## src/rtl/hazard_if.sv

```systemverilog
// hazard_if: pipeline-to-hazard-unit control bundle
interface hazard_if #(parameter int CNT_WIDTH = 32);
  logic [4:0] Rs1_D, Rs2_D, Rs1_E, Rs2_E, Rd_E, Rd_M, Rd_W;
  logic [1:0] resultSrc_E;
  logic pcSrc_E, mdStart_E, regWrite_M, regWrite_W;
  logic [1:0] forwardA_E, forwardB_E;
  logic stall_F, stall_D, stall_E, flush_D, flush_E, flush_M, mdDone;
  logic [CNT_WIDTH-1:0] stallCount;
  modport master (
    output Rs1_D, Rs2_D, Rs1_E, Rs2_E, Rd_E, Rd_M, Rd_W, resultSrc_E,
           pcSrc_E, mdStart_E, regWrite_M, regWrite_W,
    input  forwardA_E, forwardB_E, stall_F, stall_D, stall_E,
           flush_D, flush_E, flush_M, mdDone, stallCount
  );
  modport slave (
    input  Rs1_D, Rs2_D, Rs1_E, Rs2_E, Rd_E, Rd_M, Rd_W, resultSrc_E,
           pcSrc_E, mdStart_E, regWrite_M, regWrite_W,
    output forwardA_E, forwardB_E, stall_F, stall_D, stall_E,
           flush_D, flush_E, flush_M, mdDone, stallCount
  );
endinterface

```

## src/rtl/hazard_unit.sv

```systemverilog
// hazard_unit: forwarding, load-use stall, branch flush and mul/div sequencing
module hazard_unit #(
  parameter int MD_LATENCY = 32,
  parameter int CNT_WIDTH  = 32
) (
  input logic clk,
  input logic rst,
  hazard_if.slave h
);
  localparam int CW = $clog2(MD_LATENCY);
  typedef enum logic [1:0] {IDLE, BUSY, DONE} state_t;
  state_t state;
  logic [CW-1:0] cnt;
  logic lw_stall, md_stall;
  function automatic logic [1:0] fwd(input logic [4:0] rs, input logic [4:0] rd_m,
                                     input logic we_m, input logic [4:0] rd_w, input logic we_w);
    return (we_m && rd_m != 5'd0 && rd_m == rs) ? 2'b10 :
           (we_w && rd_w != 5'd0 && rd_w == rs) ? 2'b01 : 2'b00;
  endfunction
  // hazard detection; reset forces bubbles everywhere and no stalls
  always_comb begin
    lw_stall = h.resultSrc_E == 2'b01 && h.Rd_E != 5'd0 && (h.Rd_E == h.Rs1_D || h.Rd_E == h.Rs2_D);
    md_stall = (state == IDLE && h.mdStart_E) || state == BUSY;
    h.forwardA_E = rst ? 2'b00 : fwd(h.Rs1_E, h.Rd_M, h.regWrite_M, h.Rd_W, h.regWrite_W);
    h.forwardB_E = rst ? 2'b00 : fwd(h.Rs2_E, h.Rd_M, h.regWrite_M, h.Rd_W, h.regWrite_W);
    h.stall_F = ~rst & (lw_stall | md_stall);
    h.stall_D = ~rst & (lw_stall | md_stall);
    h.stall_E = ~rst & md_stall;
    h.flush_M = rst | md_stall;
    h.flush_D = rst | (h.pcSrc_E & ~md_stall);
    h.flush_E = rst | ((h.pcSrc_E | lw_stall) & ~md_stall);
    h.mdDone  = ~rst & (state == DONE);
  end
  // mul/div occupancy: IDLE start cycle + BUSY countdown, then one DONE cycle
  always_ff @(posedge clk) begin
    if (rst) begin
      state <= IDLE;
      cnt   <= '0;
    end else begin
      case (state)
        IDLE: if (h.mdStart_E) begin
          state <= BUSY;
          cnt   <= CW'(MD_LATENCY - 2);
        end
        BUSY: if (cnt == '0) state <= DONE; else cnt <= cnt - CW'(1);
        default: state <= IDLE;
      endcase
    end
  end
  // saturating count of front-end stall cycles
  always_ff @(posedge clk) begin
    if (rst) h.stallCount <= '0;
    else if (h.stall_F && !(&h.stallCount)) h.stallCount <= h.stallCount + CNT_WIDTH'(1);
  end
endmodule
```

## src/flat_wrapper.sv

```systemverilog
// flat-port wrapper written by rule: the top's interface ports become plain ports
module hazard_unit_flat 
#(
  parameter int MD_LATENCY = 32,
  parameter int CNT_WIDTH  = 32
)
  (clk, rst, h_Rs1_D, h_Rs2_D, h_Rs1_E, h_Rs2_E, h_Rd_E, h_Rd_M, h_Rd_W, h_resultSrc_E, h_pcSrc_E, h_mdStart_E, h_regWrite_M, h_regWrite_W, h_forwardA_E, h_forwardB_E, h_stall_F, h_stall_D, h_stall_E, h_flush_D, h_flush_E, h_flush_M, h_mdDone, h_stallCount);
  hazard_if #(.CNT_WIDTH(CNT_WIDTH)) h_i ();
  input logic clk;
  input logic rst;
  input wire logic [$bits(h_i.Rs1_D)-1:0] h_Rs1_D;
  input wire logic [$bits(h_i.Rs2_D)-1:0] h_Rs2_D;
  input wire logic [$bits(h_i.Rs1_E)-1:0] h_Rs1_E;
  input wire logic [$bits(h_i.Rs2_E)-1:0] h_Rs2_E;
  input wire logic [$bits(h_i.Rd_E)-1:0] h_Rd_E;
  input wire logic [$bits(h_i.Rd_M)-1:0] h_Rd_M;
  input wire logic [$bits(h_i.Rd_W)-1:0] h_Rd_W;
  input wire logic [$bits(h_i.resultSrc_E)-1:0] h_resultSrc_E;
  input wire logic [$bits(h_i.pcSrc_E)-1:0] h_pcSrc_E;
  input wire logic [$bits(h_i.mdStart_E)-1:0] h_mdStart_E;
  input wire logic [$bits(h_i.regWrite_M)-1:0] h_regWrite_M;
  input wire logic [$bits(h_i.regWrite_W)-1:0] h_regWrite_W;
  output wire logic [$bits(h_i.forwardA_E)-1:0] h_forwardA_E;
  output wire logic [$bits(h_i.forwardB_E)-1:0] h_forwardB_E;
  output wire logic [$bits(h_i.stall_F)-1:0] h_stall_F;
  output wire logic [$bits(h_i.stall_D)-1:0] h_stall_D;
  output wire logic [$bits(h_i.stall_E)-1:0] h_stall_E;
  output wire logic [$bits(h_i.flush_D)-1:0] h_flush_D;
  output wire logic [$bits(h_i.flush_E)-1:0] h_flush_E;
  output wire logic [$bits(h_i.flush_M)-1:0] h_flush_M;
  output wire logic [$bits(h_i.mdDone)-1:0] h_mdDone;
  output wire logic [$bits(h_i.stallCount)-1:0] h_stallCount;
  assign h_i.Rs1_D = h_Rs1_D;
  assign h_i.Rs2_D = h_Rs2_D;
  assign h_i.Rs1_E = h_Rs1_E;
  assign h_i.Rs2_E = h_Rs2_E;
  assign h_i.Rd_E = h_Rd_E;
  assign h_i.Rd_M = h_Rd_M;
  assign h_i.Rd_W = h_Rd_W;
  assign h_i.resultSrc_E = h_resultSrc_E;
  assign h_i.pcSrc_E = h_pcSrc_E;
  assign h_i.mdStart_E = h_mdStart_E;
  assign h_i.regWrite_M = h_regWrite_M;
  assign h_i.regWrite_W = h_regWrite_W;
  assign h_forwardA_E = h_i.forwardA_E;
  assign h_forwardB_E = h_i.forwardB_E;
  assign h_stall_F = h_i.stall_F;
  assign h_stall_D = h_i.stall_D;
  assign h_stall_E = h_i.stall_E;
  assign h_flush_D = h_i.flush_D;
  assign h_flush_E = h_i.flush_E;
  assign h_flush_M = h_i.flush_M;
  assign h_mdDone = h_i.mdDone;
  assign h_stallCount = h_i.stallCount;
  hazard_unit #(.MD_LATENCY(MD_LATENCY), .CNT_WIDTH(CNT_WIDTH)) u_core (.clk(clk), .rst(rst), .h(h_i));
endmodule
```

## config.mk

```make
export PLATFORM = sky130hd
export DESIGN_NAME = hazard_unit_flat
export DESIGN_NICKNAME = d
export VERILOG_FILES = /design/src/rtl/hazard_if.sv /design/src/rtl/hazard_unit.sv /design/src/flat_wrapper.sv
export SDC_FILE = /design/constraint.sdc
export NUM_CORES = 1
export LEC_CHECK = 0
export CAP_MARGIN = 5
export CORE_AREA = 2 2 81 83
export CTS_CLUSTER_DIAMETER = 150
export DETAILED_ROUTE_END_ITERATION = 10
export DIE_AREA = 0 0 83 85
export PLACE_DENSITY_LB_ADDON = 0.2
export SLEW_MARGIN = 5
export SYNTH_ARGS = -nofsm -noshare
export SYNTH_HDL_FRONTEND = slang
export SYNTH_SLANG_ARGS = --single-unit
```

## constraint.sdc

```tcl
create_clock -name clk -period 6.55 [get_ports clk]
set_clock_uncertainty 0.2 [all_clocks]
set_input_delay 0.9825 -clock clk [delete_from_list [all_inputs] [get_ports clk]]
set_output_delay 0.9825 -clock clk [all_outputs]
set_load 0.005 [all_outputs]
```

Yosys cells after proc, flatten, opt, wreduce, memory -nomap -nowiden

Cells that the tools add are included.

Bits in registers: 39
Input bits: 43
Output and inout bits: 43
Word-level logic and storage cells: 63

Add/subtract/negate cells: 2
Eq/ne operators: 12
Multiplexer cells: 12
Bitwise logic cells: 12
Reductions and logical operators: 22

Operators with widths:

| cell                                              | number |
|---|---|
| adder 32 x 1 -> 32 bit (second input constant)    | 1 |
| AND reduction 32 bit                              | 1 |
| == test 5 bit                                     | 6 |
| nonzero test 5 bit                                | 3 |
| 2-to-1 mux 2 bit                                  | 6 |
| logical AND 1 bit                                 | 10 |
| 2-to-1 mux 5 bit                                  | 2 |
| case mux 5 bit (2 select lines)                   | 1 |
| inequality test 2 bit (second input constant)     | 3 |
| AND 1 bit                                         | 5 |
| logical NOT 5 bit                                 | 1 |
| bitwise OR 1 bit                                  | 5 |
| subtractor 5 x 1 -> 5 bit (second input constant) | 1 |
| == test 2 x 1 -> 1 bit (second input constant)    | 2 |
| case mux 2 bit (2 select lines)                   | 1 |
| AND reduction 3 bit                               | 1 |
| == test 2 bit (second input constant)             | 1 |
| logical NOT 2 bit                                 | 1 |
| logical OR 1 bit                                  | 2 |
| 2-to-1 mux 1 bit                                  | 2 |
| inverter 1 bit                                    | 2 |
| AND reduction 2 bit                               | 1 |
| nonzero test 2 bit                                | 1 |
| logical NOT 1 bit                                 | 1 |

Longest topological paths before layout

Gate-level depths: netlist of run 1.

Depth after elaboration: 6
Mapped depth: 10
Mapped depth without buffers: 8

Worst setup path before layout of run 1

No wires, ideal clock.

Path type: input port to output port
Start: input h_Rd_M[0]
End: output h_forwardA_E[0]
Arrival: 2208 ps
Data required time: 5367 ps
Slack: 3160 ps
Stages: 4
Path buffers: 0
Cells stage by stage: or4_1 o21ai_0 nor3_1 nor4_1

Word-level cells in the longest chain between the ends: 5
Elaborated cells on any way between the ends: 6
Classes of those cells: eq/ne: 1; mux: 2; reduce/logical: 3

RTL lines:

| what                | line               | RTL |
|---|---|---|
| start, declared     | flat_wrapper.sv:16 | `input wire logic [$bits(h_i.Rd_M)-1:0] h_Rd_M;` |
| nonzero test 5 bit  | hazard_unit.sv:17  | `return (we_m && rd_m != 5'd0 && rd_m == rs) ? 2'b10 :` |
| logical AND 1 bit   | hazard_unit.sv:17  |  |
| logical AND 1 bit * | hazard_unit.sv:17  |  |
| 2-to-1 mux 2 bit *  | hazard_unit.sv:17  |  |
| 2-to-1 mux 2 bit *  | hazard_unit.sv:24  | `h.forwardA_E = rst ? 2'b00 : fwd(h.Rs1_E, h.Rd_M, h.regWrite_M, h.Rd_W, h.regWrite_W);` |
| end, declared       | flat_wrapper.sv:23 | `output wire logic [$bits(h_i.forwardA_E)-1:0] h_forwardA_E;` |

Every way passes the cells marked *; elsewhere a longest branch is shown, timed or not.

Worst setup path after layout of run 1

Start: input h_Rd_M[3]
End: output h_forwardA_E[0]

The elaborated chain is that of the path after synthesis.

==> results of run 1 <==
[final cells by class]
class / instances / share of cell area [%]
clock buffers: 6 / 2.17
clock inverters: 1 / 0.898
inverters: 5 / 0.561
multi-input cells: 243 / 44.5
flip-flops and latches: 39 / 23.4
well taps: 77 / 2.88
repair buffers: 86 / 25.7
[flip-flops by register name, summed over array words and instances (netlist names)]
register	cells
u_core.h.stallCount	32
u_core.state	2
u_core.cnt	5
[logic make-up (layout without fill, tap and decap cells)]
family                   after synthesis  count (layout)
AND/OR/NAND/NOR                      131             131
AO/OA/AOI/OAI                         74              74
flip-flops                            39              39
XOR/XNOR                              35              35
buffers and inverters                 19              98
adder cells (fa/ha/maj)                2               2
multiplexers                           1               1
[worst max path at each step]
stage,cells after the start,from,to,slack (ns)
after floorplan,4,h_Rd_M[0],h_forwardA_E[0],3.16
after global placement,6,h_Rd_M[0],h_forwardB_E[0],2.10
after detailed placement,6,h_Rd_M[3],h_forwardA_E[0],2.00
after CTS,6,h_Rd_M[3],h_forwardA_E[0],2.02
after global routing,6,h_Rd_M[3],h_forwardB_E[0],1.87
final,6,h_Rd_M[3],h_forwardA_E[0],2.00
[through the flow]
stage	power, µW	hold slack (ns)	utilization (%)	area, µm²	setup slack [ns]
6_report	571	0.286	53.9	3340	2.00
5_1_grt	600	0.313	53.9	3340	1.87
4_1_cts	577	0.288	53.9	3340	2.02
3_5_place_dp	384	0.274	52.2	3240	2.00
3_3_place_gp	381	0.266	52.2	3240	2.10
2_1_floorplan	338	0.250	-	2380	3.16
[critical path: stages]
cell	delay (ns)
clkdlybuf4s50_1	0.48
or4_1	0.54
o21ai_0	0.39
nor3_1	0.12
nor4_1	0.29
clkdlybuf4s50_1	0.57
[layer usage]
metal	GRT usage [%]	vias up	routed length, µm
li1	-	1257	-
met1	20.3	1145	2700
met2	29.8	66	3010
met3	6.03	8	451
met4	4.77	0	74
met5	0	-	0
[power by group]
| group | internal, µW | switching (µW) | total [µW] | leakage (µW) |
|---|---|---|---|---|
| Sequential | 246 | 7.63 | 254 | 0.000316 |
| Combinational | 63.6 | 59.8 | 123 | 0.000669 |
| Clock | 112 | 82.0 | 194 | 0.0000513 |
[cell usage after synthesis, types with 2 or more instances]
cell type,n,area (µm²)
nand2b_1,3,18.8
nor2_1,17,63.8
or2_2,2,12.5
and3_1,4,25.0
dfxtp_1,39,781
inv_1,5,18.8
nand4_1,10,62.6
ha_1,2,25.0
a21oi_1,35,175
xor2_1,13,114
clkbuf_1,8,30.0
or4_1,12,90.1
nor3_1,5,25.0
and2_1,2,12.5
o31ai_1,8,60.1
nand2_1,21,78.8
xnor2_1,22,193
nand3_1,15,75.1
nor4_1,4,25.0
or3_1,24,150
nor3b_1,3,22.5
buf_12,2,40.0
o21ai_0,24,120
and4_1,2,17.5
==> summary.txt, run 1 <==
Timing
  • Slew HR: between 40 and 50%
  • Fin. max-slew vios: 0
  • RSZ-0062 raised after global routing: false
  • Tmin final: 4.55 ns
  • Slew @ Worst Pin: approximately 0.89 ns
  • Final Cycle Share: 69.4%
  • Final Hold Viols: 0
  • FMAX: between 0.2 and 0.25 GHz
  • Setup TNS: 0 ns
  • # setup viols final: 0

Final layout
  • Share of layout cells above drive strength 1: under 10%
  • Final nets: approximately 430
  • Fill count: 609
  • Synth-to-layout area growth: 40.3%
  • Area taken by multi-input logic gates: roughly 0.0015 mm²
  • Ant. Diodes: 0
  • Most frequent cells in the layout: clkdlybuf4s50_1 (85), dfxtp_1 (39), a21oi_1 (35)
  • Reg area: slightly below 800 µm²
  • Non-filler instance count after layout: ~460
  • Commonest non-fill, non-tap cell in the layout: clkdlybuf4s50_1

Setup path
  • Nature of the critical path endpoint: primary output
  • Worst reg-to-reg setup slack: ~3.8 ns
  • Reg-to-Reg Start: u_core.h.stallCount[0]$_SDFFE_PP0P_
  • Critical path class: input port to primary output
  • Worst EP arrival: approximately 3.4 ns
  • R2R cell count: 7
  • Worst EP required: between 5 and 6 ns
  • Max Fanout on Critical Path: 4
  • Critical path launch point type: input port
  • Reg2reg end: u_core.h.stallCount[1]$_SDFFE_PP0P_

Detailed routing
  • Routed len/inst: about 14 µm
  • DRC: 0
  • Via Count: 2,476
  • Post-route ant nets: 0
  • Routed wire length: ~6200 µm
  • Iter 0 DRT Violations: 107
  • TritonRoute pass-1 iters: 4
  • Vias per inst: roughly 5.4

Die
  • Die height: 85 µm
  • Die Area: 0.00706 mm²
  • Initial core utilization: 38.4%
  • Core Footprint: around 0.0062 mm²
  • DIE WIDTH: about 83 µm
  • Row count: 29
  • I/O pin count: 86

Synth
  • Post-Syn Instances: 301
  • Syn Std Cell Area: about 0.0024 mm²
  • Post-synthesis mux area share: less than 1%
  • Mean Syn Cell Area: 7.92 µm²
  • Post-synthesis xor/xnor area fraction: around 13%
  • Synth Area in Adders: around 1.0%
  • Sequential area share after synthesis: ~33%
  • Yosys cell types: 43
  • Synth Warn #: 0
  • #FFs+latches synth: 39
  • Top FF cell, synth: dfxtp_1
  • Post-Syn Nets: between 300 and 400
  • Compound-Gate Fraction of Synth Area: between 10% and 20%
  • Post-synth ARST share: 0%
  • EDFF count, synth: 0
  • Synth Area in Simple Gates: a little under a third
  • Largest family of logic cells by synthesized area: simple AND/OR/NAND/NOR gates

Power and ir drop
  • VDD IR max: between 80 and 90 µV
  • Pwr dens: 171 mW/mm²
  • Leak pwr: 0.00104 µW

Clock network
  • Max Buffers Root-to-Sink: 2
  • Postcts setup bufs: 0
  • Clk slew on worst S/H paths: ~0.070 ns
  • Post-CTS Hold Fix Bufs: 0
  • Clock latency on the worst-skew pair: ~0.29 ns
  • CTS Root Cell: clkbuf_8
  • CTS H-tree depth: 2
  • Resized cells post-CTS: 0
  • Clk sink count: 39
  • TritonCTS buffer count: 5
  • CTS tree: done

GRT
  • Vias in the first global route: 2,322
  • Initial antenna violation count: 0
  • GRT Util Overall: around 17%
  • First-pass GRT wire length: just over 10,000 µm
  • Largest net degree at the start of global routing: 49
  • Gr ovfl total: 0

Hold path
  • Hold Path Depth: 2
  • Hold Path Sink: u_core.cnt[4]$_SDFFE_PP0P_
  • Worst Min Path Start: u_core.cnt[4]$_SDFFE_PP0P_
  • HP Class: flip-flop to flip-flop

Outcome
  • Outcome: finished clean

Placement
  • Total placed cells including tap cells: 450
  • Gp weighted congestion: 0.827
  • PortBufs: 85
  • HPWL after DPL: 4770 µm

Job
  • Max_cap viols: 0
Power figures use the tool's default switching activity.
==> run 2, diff against run 1 <==
Clock period 6.55 ns to 3.8 ns, I/O delays scaled along.
==> summary.txt, run 2 (synthesis results as in run 1) <==
GRT
  • First-pass GRT wire length: 9800 µm (was 10,300 µm)
  • Met3 Use GR: 5.06% (was 6.03%)
  • Initial antenna violation count: 0 (unchanged)
  • Met1 Resource Use GR: 20.1% (was 20.3%)
  • Grt met2 use: 28.6% (was 29.8%)
  • Largest net degree at the start of global routing: 47 (was 49)
  • Vias in the first global route: 2,219 (was 2,322)
  • Gr ovfl total: 0 (unchanged)
  • Most crowded layer after global routing: met2 (unchanged)
  • GRT Util Overall: 16.6% (was 17.2%)

Die
  • Die height: 85 µm (unchanged)
  • DIE WIDTH: 83 µm (unchanged)
  • Initial core utilization: 38.4% (unchanged)
  • Row count: 29 (unchanged)
  • Core Footprint: 0.00620 mm² (unchanged)
  • Die Area: 0.00706 mm² (unchanged)
  • I/O pin count: 86 (unchanged)

Final layout
  • Largest regs: u_core.h.stallCount (32), u_core.cnt (5), u_core.state (2) (unchanged)
  • Share of layout cells above drive strength 1: 4.69% (was 3.68%)
  • Post-route cell area: 0.00335 mm² (was 0.00334 mm²)
  • Fill count: 604 (was 609)
  • Most frequent cells in the layout: clkdlybuf4s50_1 (85), dfxtp_1 (39), a21oi_1 (35) (unchanged)
  • Largest Register: u_core.h.stallCount (unchanged)
  • Area taken by multi-input logic gates: 0.00149 mm² (unchanged)
  • Final nets: 428 (was 425)
  • Reg area: 781 µm² (unchanged)
  • Synth-to-layout area growth: 40.5% (was 40.3%)
  • Ant. Diodes: 0 (unchanged)
  • Commonest non-fill, non-tap cell in the layout: clkdlybuf4s50_1 (unchanged)
  • Largest register FFs: 32 (unchanged)

Placement
  • Gp weighted congestion: 0.792 (was 0.827)
  • Post-place instance area: 0.00326 mm² (was 0.00324 mm²)
  • PortBufs: 85 (unchanged)
  • HPWL after DPL: 4550 µm (was 4770 µm)

Clock network
  • Resized cells post-CTS: 0 (unchanged)
  • Post-CTS Hold Fix Bufs: 0 (unchanged)
  • Max Buffers Root-to-Sink: 2 (unchanged)
  • CTS tree: done (unchanged)
  • CTS Root Cell: clkbuf_8 (unchanged)
  • Clk slew on worst S/H paths: 0.08 ns (was 0.07 ns)
  • Postcts setup bufs: 0 (unchanged)
  • Clock latency on the worst-skew pair: 0.29 ns (about the same)
  • Clk sink count: 39 (unchanged)
  • TritonCTS buffer count: 5 (unchanged)
  • CTS H-tree depth: 2 (unchanged)

Setup path
  • Critical path class: input port to primary output (unchanged)
  • Critical path launch point type: input port (unchanged)
  • Worst EP arrival: 2.85 ns (was 3.37 ns)
  • Worst EP required: 3.03 ns (was 5.37 ns)
  • Nature of the critical path endpoint: primary output (unchanged)
  • Max Fanout on Critical Path: 3 (was 4)

Job
  • Max_cap viols: 0 (unchanged)

Power and ir drop
  • Leak pwr: 0.00104 µW (about the same)
  • VDD IR max: 197 µV (was 80.5 µV)
  • Pwr dens: 279 mW/mm² (was 171 mW/mm²)

Timing
  • # setup viols final: 0 (unchanged)
  • Setup TNS: 0 ns (unchanged)
  • Fin. max-slew vios: 0 (unchanged)
  • Final Cycle Share: a little over nine tenths
  • Final Hold Viols: 0 (unchanged)
  • Slew @ Worst Pin: 0.591 ns (was 0.890 ns)
  • Slew HR: 60.5% (was 40.7%)
  • Tmin final: 3.62 ns
  • RSZ-0062 raised after global routing: false (unchanged)
  • FMAX: around 0.28 GHz

Outcome
  • Outcome: finished clean (unchanged)

Detailed routing
  • Post-route ant nets: 0 (unchanged)
  • Routed wire length: 5920 µm (was 6240 µm)
  • TritonRoute pass-1 iters: 4 (unchanged)
  • Via Count: 2,474 (was 2,476)
  • Iter 0 DRT Violations: 128 (was 107)
  • Vias per inst: 5.37 (was 5.42)
  • DRC: 0 (unchanged)
  • Routed len/inst: 12.9 µm (was 13.6 µm)

Hold path
  • HP Class: flip-flop to flip-flop (unchanged)
-- run 2: area by class of cell --
class,count,share of cell area [%]
Inverter,5,0.561
Clock inverter,2,0.374
Sequential cell,39,23.3
Clock buffer,6,2.17
Tap cell,77,2.88
Timing Repair Buffer,89,26.3
Multi-Input combinational cell,243,44.4
-- run 2: power breakdown --
part           switching (µW)  internal (µW)  leakage, µW  total [µW]
clock network             149            128    0.0000412         277
logic                     104            114     0.000684         218
registers                13.8            424     0.000316         438
-- run 2: final timing paths --
kind / slack (ns) / endpoint / start / cells past startpoint
hold / removal: 0.29 / u_core.cnt[4]$_SDFFE_PP0P_ / u_core.cnt[4]$_SDFFE_PP0P_ / 2
setup reg to reg: 0.98 / u_core.h.stallCount[10]$_SDFFE_PP0P_ / u_core.h.stallCount[0]$_SDFFE_PP0P_ / 8
hold reg to reg: 0.29 / u_core.cnt[4]$_SDFFE_PP0P_ / u_core.cnt[4]$_SDFFE_PP0P_ / 2
setup / recovery: 0.18 / h_forwardB_E[0] / h_Rd_M[0] / 6
-- run 2: layer usage --
layer	share of wire [%]	wire, µm
met1	45	2690
met5	0	0
met2	47	2790
met3	6.6	392
met4	0.89	53
-- run 2: metrics by stage --
stage	power, µW	hold slack, ns	util, %	worst slack, ns	std cells
final	933	0.288	54.0	0.177	461
after global routing	984	0.307	54.0	0.0871	461
after CTS	942	0.286	54.0	0.172	461
after detailed placement	667	0.272	52.6	0.198	453
after global placement	664	0.263	52.6	0.218	453
after floorplan	583	0.250	-	1.23	301
-- run 2: worst max-delay path: stages --
cell	delay, ns
clkdlybuf4s50_1	0.46
or4_1	0.56
o21ai_0	0.30
nor3_1	0.11
nor4_1	0.30
clkdlybuf4s50_1	0.55
==> run 3, diff against run 2 <==
Settings changed: CORE_AREA 2 2 81 83 to 2 2 80 82, DIE_AREA 0 0 83 85 to 0 0 82 84.
==> summary.txt, run 3 (synthesis results as in run 1) <==
GRT
  • Vias in the first global route: 2,333 (was 2,219)
  • Largest net degree at the start of global routing: 47 (unchanged)
  • First-pass GRT wire length: 10,200 µm (was 9800 µm)
  • Initial antenna violation count: 0 (unchanged)
  • GRT Util Overall: 17.9% (was 16.6%)
  • Gr ovfl total: 0 (unchanged)

Setup path
  • Critical path class: input port to primary output (unchanged)
  • Critical Path Slowest Stage Cell: clkdlybuf4s50_1 (was or4_1)
  • Reg2reg end: u_core.h.stallCount[15]$_SDFFE_PP0P_ (was u_core.h.stallCount[10]$_SDFFE_PP0P_)
  • Critical path launch point type: input port (unchanged)
  • CP endpoint: h_forwardA_E[0] (was h_forwardB_E[0])
  • R2R cell count: 8 (unchanged)
  • Nature of the critical path endpoint: primary output (unchanged)
  • Max Fanout on Critical Path: 4 (was 3)
  • Count of buffer and inverter cells on the critical path: 2 (unchanged)
  • Reg-to-Reg Start: u_core.h.stallCount[0]$_SDFFE_PP0P_ (unchanged)
  • Worst reg-to-reg setup slack: 1.06 ns (was 0.98 ns)
  • Worst EP required: 3.03 ns (about the same)
  • WP depth: 6 (unchanged)
  • CP Cell Sequence: clkdlybuf4s50_1 -> or4_1 -> o21ai_1 -> nor3_1 -> nor4_1 -> clkdlybuf4s50_1 (was clkdlybuf4s50_1 -> or4_1 -> o21ai_0 -> nor3_1 -> nor4_1 -> clkdlybuf4s50_1)
  • Crit. Startpoint: h_Rd_M[0] (unchanged)
  • Worst EP arrival: 2.83 ns (was 2.85 ns)
  • CP max stage delay: 0.58 ns (was 0.56 ns)
  • Critical path's most frequent cell: clkdlybuf4s50_1 (unchanged)
  • CP top delay family: buffers and inverters (unchanged)

Clock network
  • CTS Root Cell: clkbuf_8 (unchanged)
  • Clk sink count: 39 (unchanged)
  • Max Buffers Root-to-Sink: 2 (unchanged)
  • Post-CTS Hold Fix Bufs: 0 (unchanged)
  • TritonCTS buffer count: 5 (unchanged)
  • CTS H-tree depth: 2 (unchanged)
  • Clock latency on the worst-skew pair: 0.28 ns (was 0.29 ns)
  • CTS tree: done (unchanged)
  • Clk slew on worst S/H paths: 0.07 ns (was 0.08 ns)

Final layout
  • Share of layout cells above drive strength 1: 4.18% (was 4.69%)
  • Post-route cell area: 0.00334 mm² (was 0.00335 mm²)
  • Largest regs: u_core.h.stallCount (32), u_core.cnt (5), u_core.state (2) (unchanged)
  • Fin util: 54.7% (was 54.0%)
  • Largest Register: u_core.h.stallCount (unchanged)
  • Synth-to-layout area growth: 40.0% (was 40.5%)
  • Fill count: 599 (was 604)
  • Ant. Diodes: 0 (unchanged)
  • Reg area: 781 µm² (unchanged)
  • Most frequent cells in the layout: clkdlybuf4s50_1 (85), dfxtp_1 (39), a21oi_1 (35) (unchanged)
  • Final nets: 427 (was 428)
  • Area taken by multi-input logic gates: 0.00149 mm² (unchanged)
  • Largest register FFs: 32 (unchanged)
  • Commonest non-fill, non-tap cell in the layout: clkdlybuf4s50_1 (unchanged)

Detailed routing
  • Via Count: 2,475 (was 2,474)
  • Routed len/inst: 13.1 µm (was 12.9 µm)
  • TritonRoute pass-1 iters: 4 (unchanged)
  • Vias per inst: 5.38 (was 5.37)
  • DRC: 0 (unchanged)
  • Post-route ant nets: 0 (unchanged)
  • Routed wire length: 6020 µm (was 5920 µm)
  • Iter 0 DRT Violations: 103 (was 128)

Die
  • DIE WIDTH: 82 µm (was 83 µm)
  • Die height: 84 µm (was 85 µm)
  • Die Area: 0.00689 mm² (was 0.00706 mm²)
  • Initial core utilization: 39.1% (was 38.4%)
  • Core Footprint: 0.00610 mm² (was 0.00620 mm²)
  • Row count: 29 (unchanged)
  • I/O pin count: 86 (unchanged)

Timing
  • # setup viols final: 0 (unchanged)
  • Fin. max-slew vios: 0 (unchanged)
  • Slew HR: 65.5% (was 60.5%)
  • Worst Setup Slack, final: 0.204 ns (was 0.177 ns)
  • RSZ-0062 raised after global routing: false (unchanged)
  • FMAX: 0.278 GHz (was 0.276 GHz)
  • Final Hold Viols: 0 (unchanged)
  • Slew @ Worst Pin: 0.515 ns (was 0.591 ns)
  • Final Cycle Share: 94.6% (was 95.3%)
  • Tmin final: 3.60 ns (was 3.62 ns)
  • Setup TNS: 0 ns (unchanged)

Placement
  • Post-place instance area: 0.00326 mm² (about the same)
  • PortBufs: 85 (unchanged)
  • Pre-CTS WS: 0.0835 ns (was 0.198 ns)
  • HPWL after DPL: 4670 µm (was 4550 µm)
  • Gp weighted congestion: 0.823 (was 0.792)

Power and ir drop
  • Leak pwr: 0.00104 µW (about the same)
  • Pwr dens: 276 mW/mm² (was 279 mW/mm²)
  • Power Total: 921 µW (was 933 µW)
  • VDD IR max: 147 µV (was 197 µV)

Outcome
  • Outcome: finished clean (unchanged)

Job
  • Max_cap viols: 0 (unchanged)

Hold path
  • HP Class: flip-flop to flip-flop (unchanged)
  • Hold Path Depth: 2 (unchanged)
[run 3: metrics by stage]
| stage | std cells | hold slack, ns |
|---|---|---|
| 3_5_place_dp | 452 | 0.272 |
| 6_report | 460 | 0.282 |
| 2_1_floorplan | 301 | 0.250 |
| 4_1_cts | 460 | 0.283 |
| 3_3_place_gp | 452 | 0.262 |
| 5_1_grt | 460 | 0.304 |
[run 3: what timing repair did]
item                                    CTS  global route
buffers inserted                          0             0
resized for setup                         0             1
endpoints found under the setup margin    0             2
[run 3: area by class of cell]
class	count	share of cell area (%)
clock buffer	7	2.29
tap	77	2.89
sequential	39	23.4
clock inverter	1	0.150
multi-input combinational	243	44.5
timing repair buffer	88	26.2
inverter	5	0.562
[run 3: worst min-delay path by stage]
stage	start	end	slack (ns)
CTS	u_core.cnt[4]$_SDFFE_PP0P_	u_core.cnt[4]$_SDFFE_PP0P_	0.28
global placement	u_core.cnt[4]$_SDFFE_PP0P_	u_core.cnt[4]$_SDFFE_PP0P_	0.26
global route	u_core.cnt[4]$_SDFFE_PP0P_	u_core.cnt[4]$_SDFFE_PP0P_	0.30
floorplan	u_core.state[1]$_SDFFE_PP0P_	u_core.state[1]$_SDFFE_PP0P_	0.25
detailed placement	u_core.cnt[4]$_SDFFE_PP0P_	u_core.cnt[4]$_SDFFE_PP0P_	0.27
finish	u_core.cnt[4]$_SDFFE_PP0P_	u_core.cnt[4]$_SDFFE_PP0P_	0.28
[run 3: layer usage]
| metal | track usage (%) | up-vias | wire, µm |
|---|---|---|---|
| met3 | 4.65 | 5 | 326 |
| met2 | 30.2 | 60 | 2850 |
| met5 | 0 | - | 0 |
| li1 | - | 1266 | - |
| met4 | 3.18 | 0 | 44 |
| met1 | 23.0 | 1144 | 2800 |
[run 3: worst min-delay path: cells and delay by family (launching register included)]
kind	cells	cell delay, ns
AO/OA/AOI/OAI	2	0.12
flip-flops	1	0.31
[run 3: report_power, final]
part | switching, µW | internal (µW) | leakage (µW)
combinational | 103 | 114 | 0.000679
clock | 138 | 129 | 0.0000422
sequential | 13.1 | 424 | 0.000316
total | 254 | 667 | 0.00104
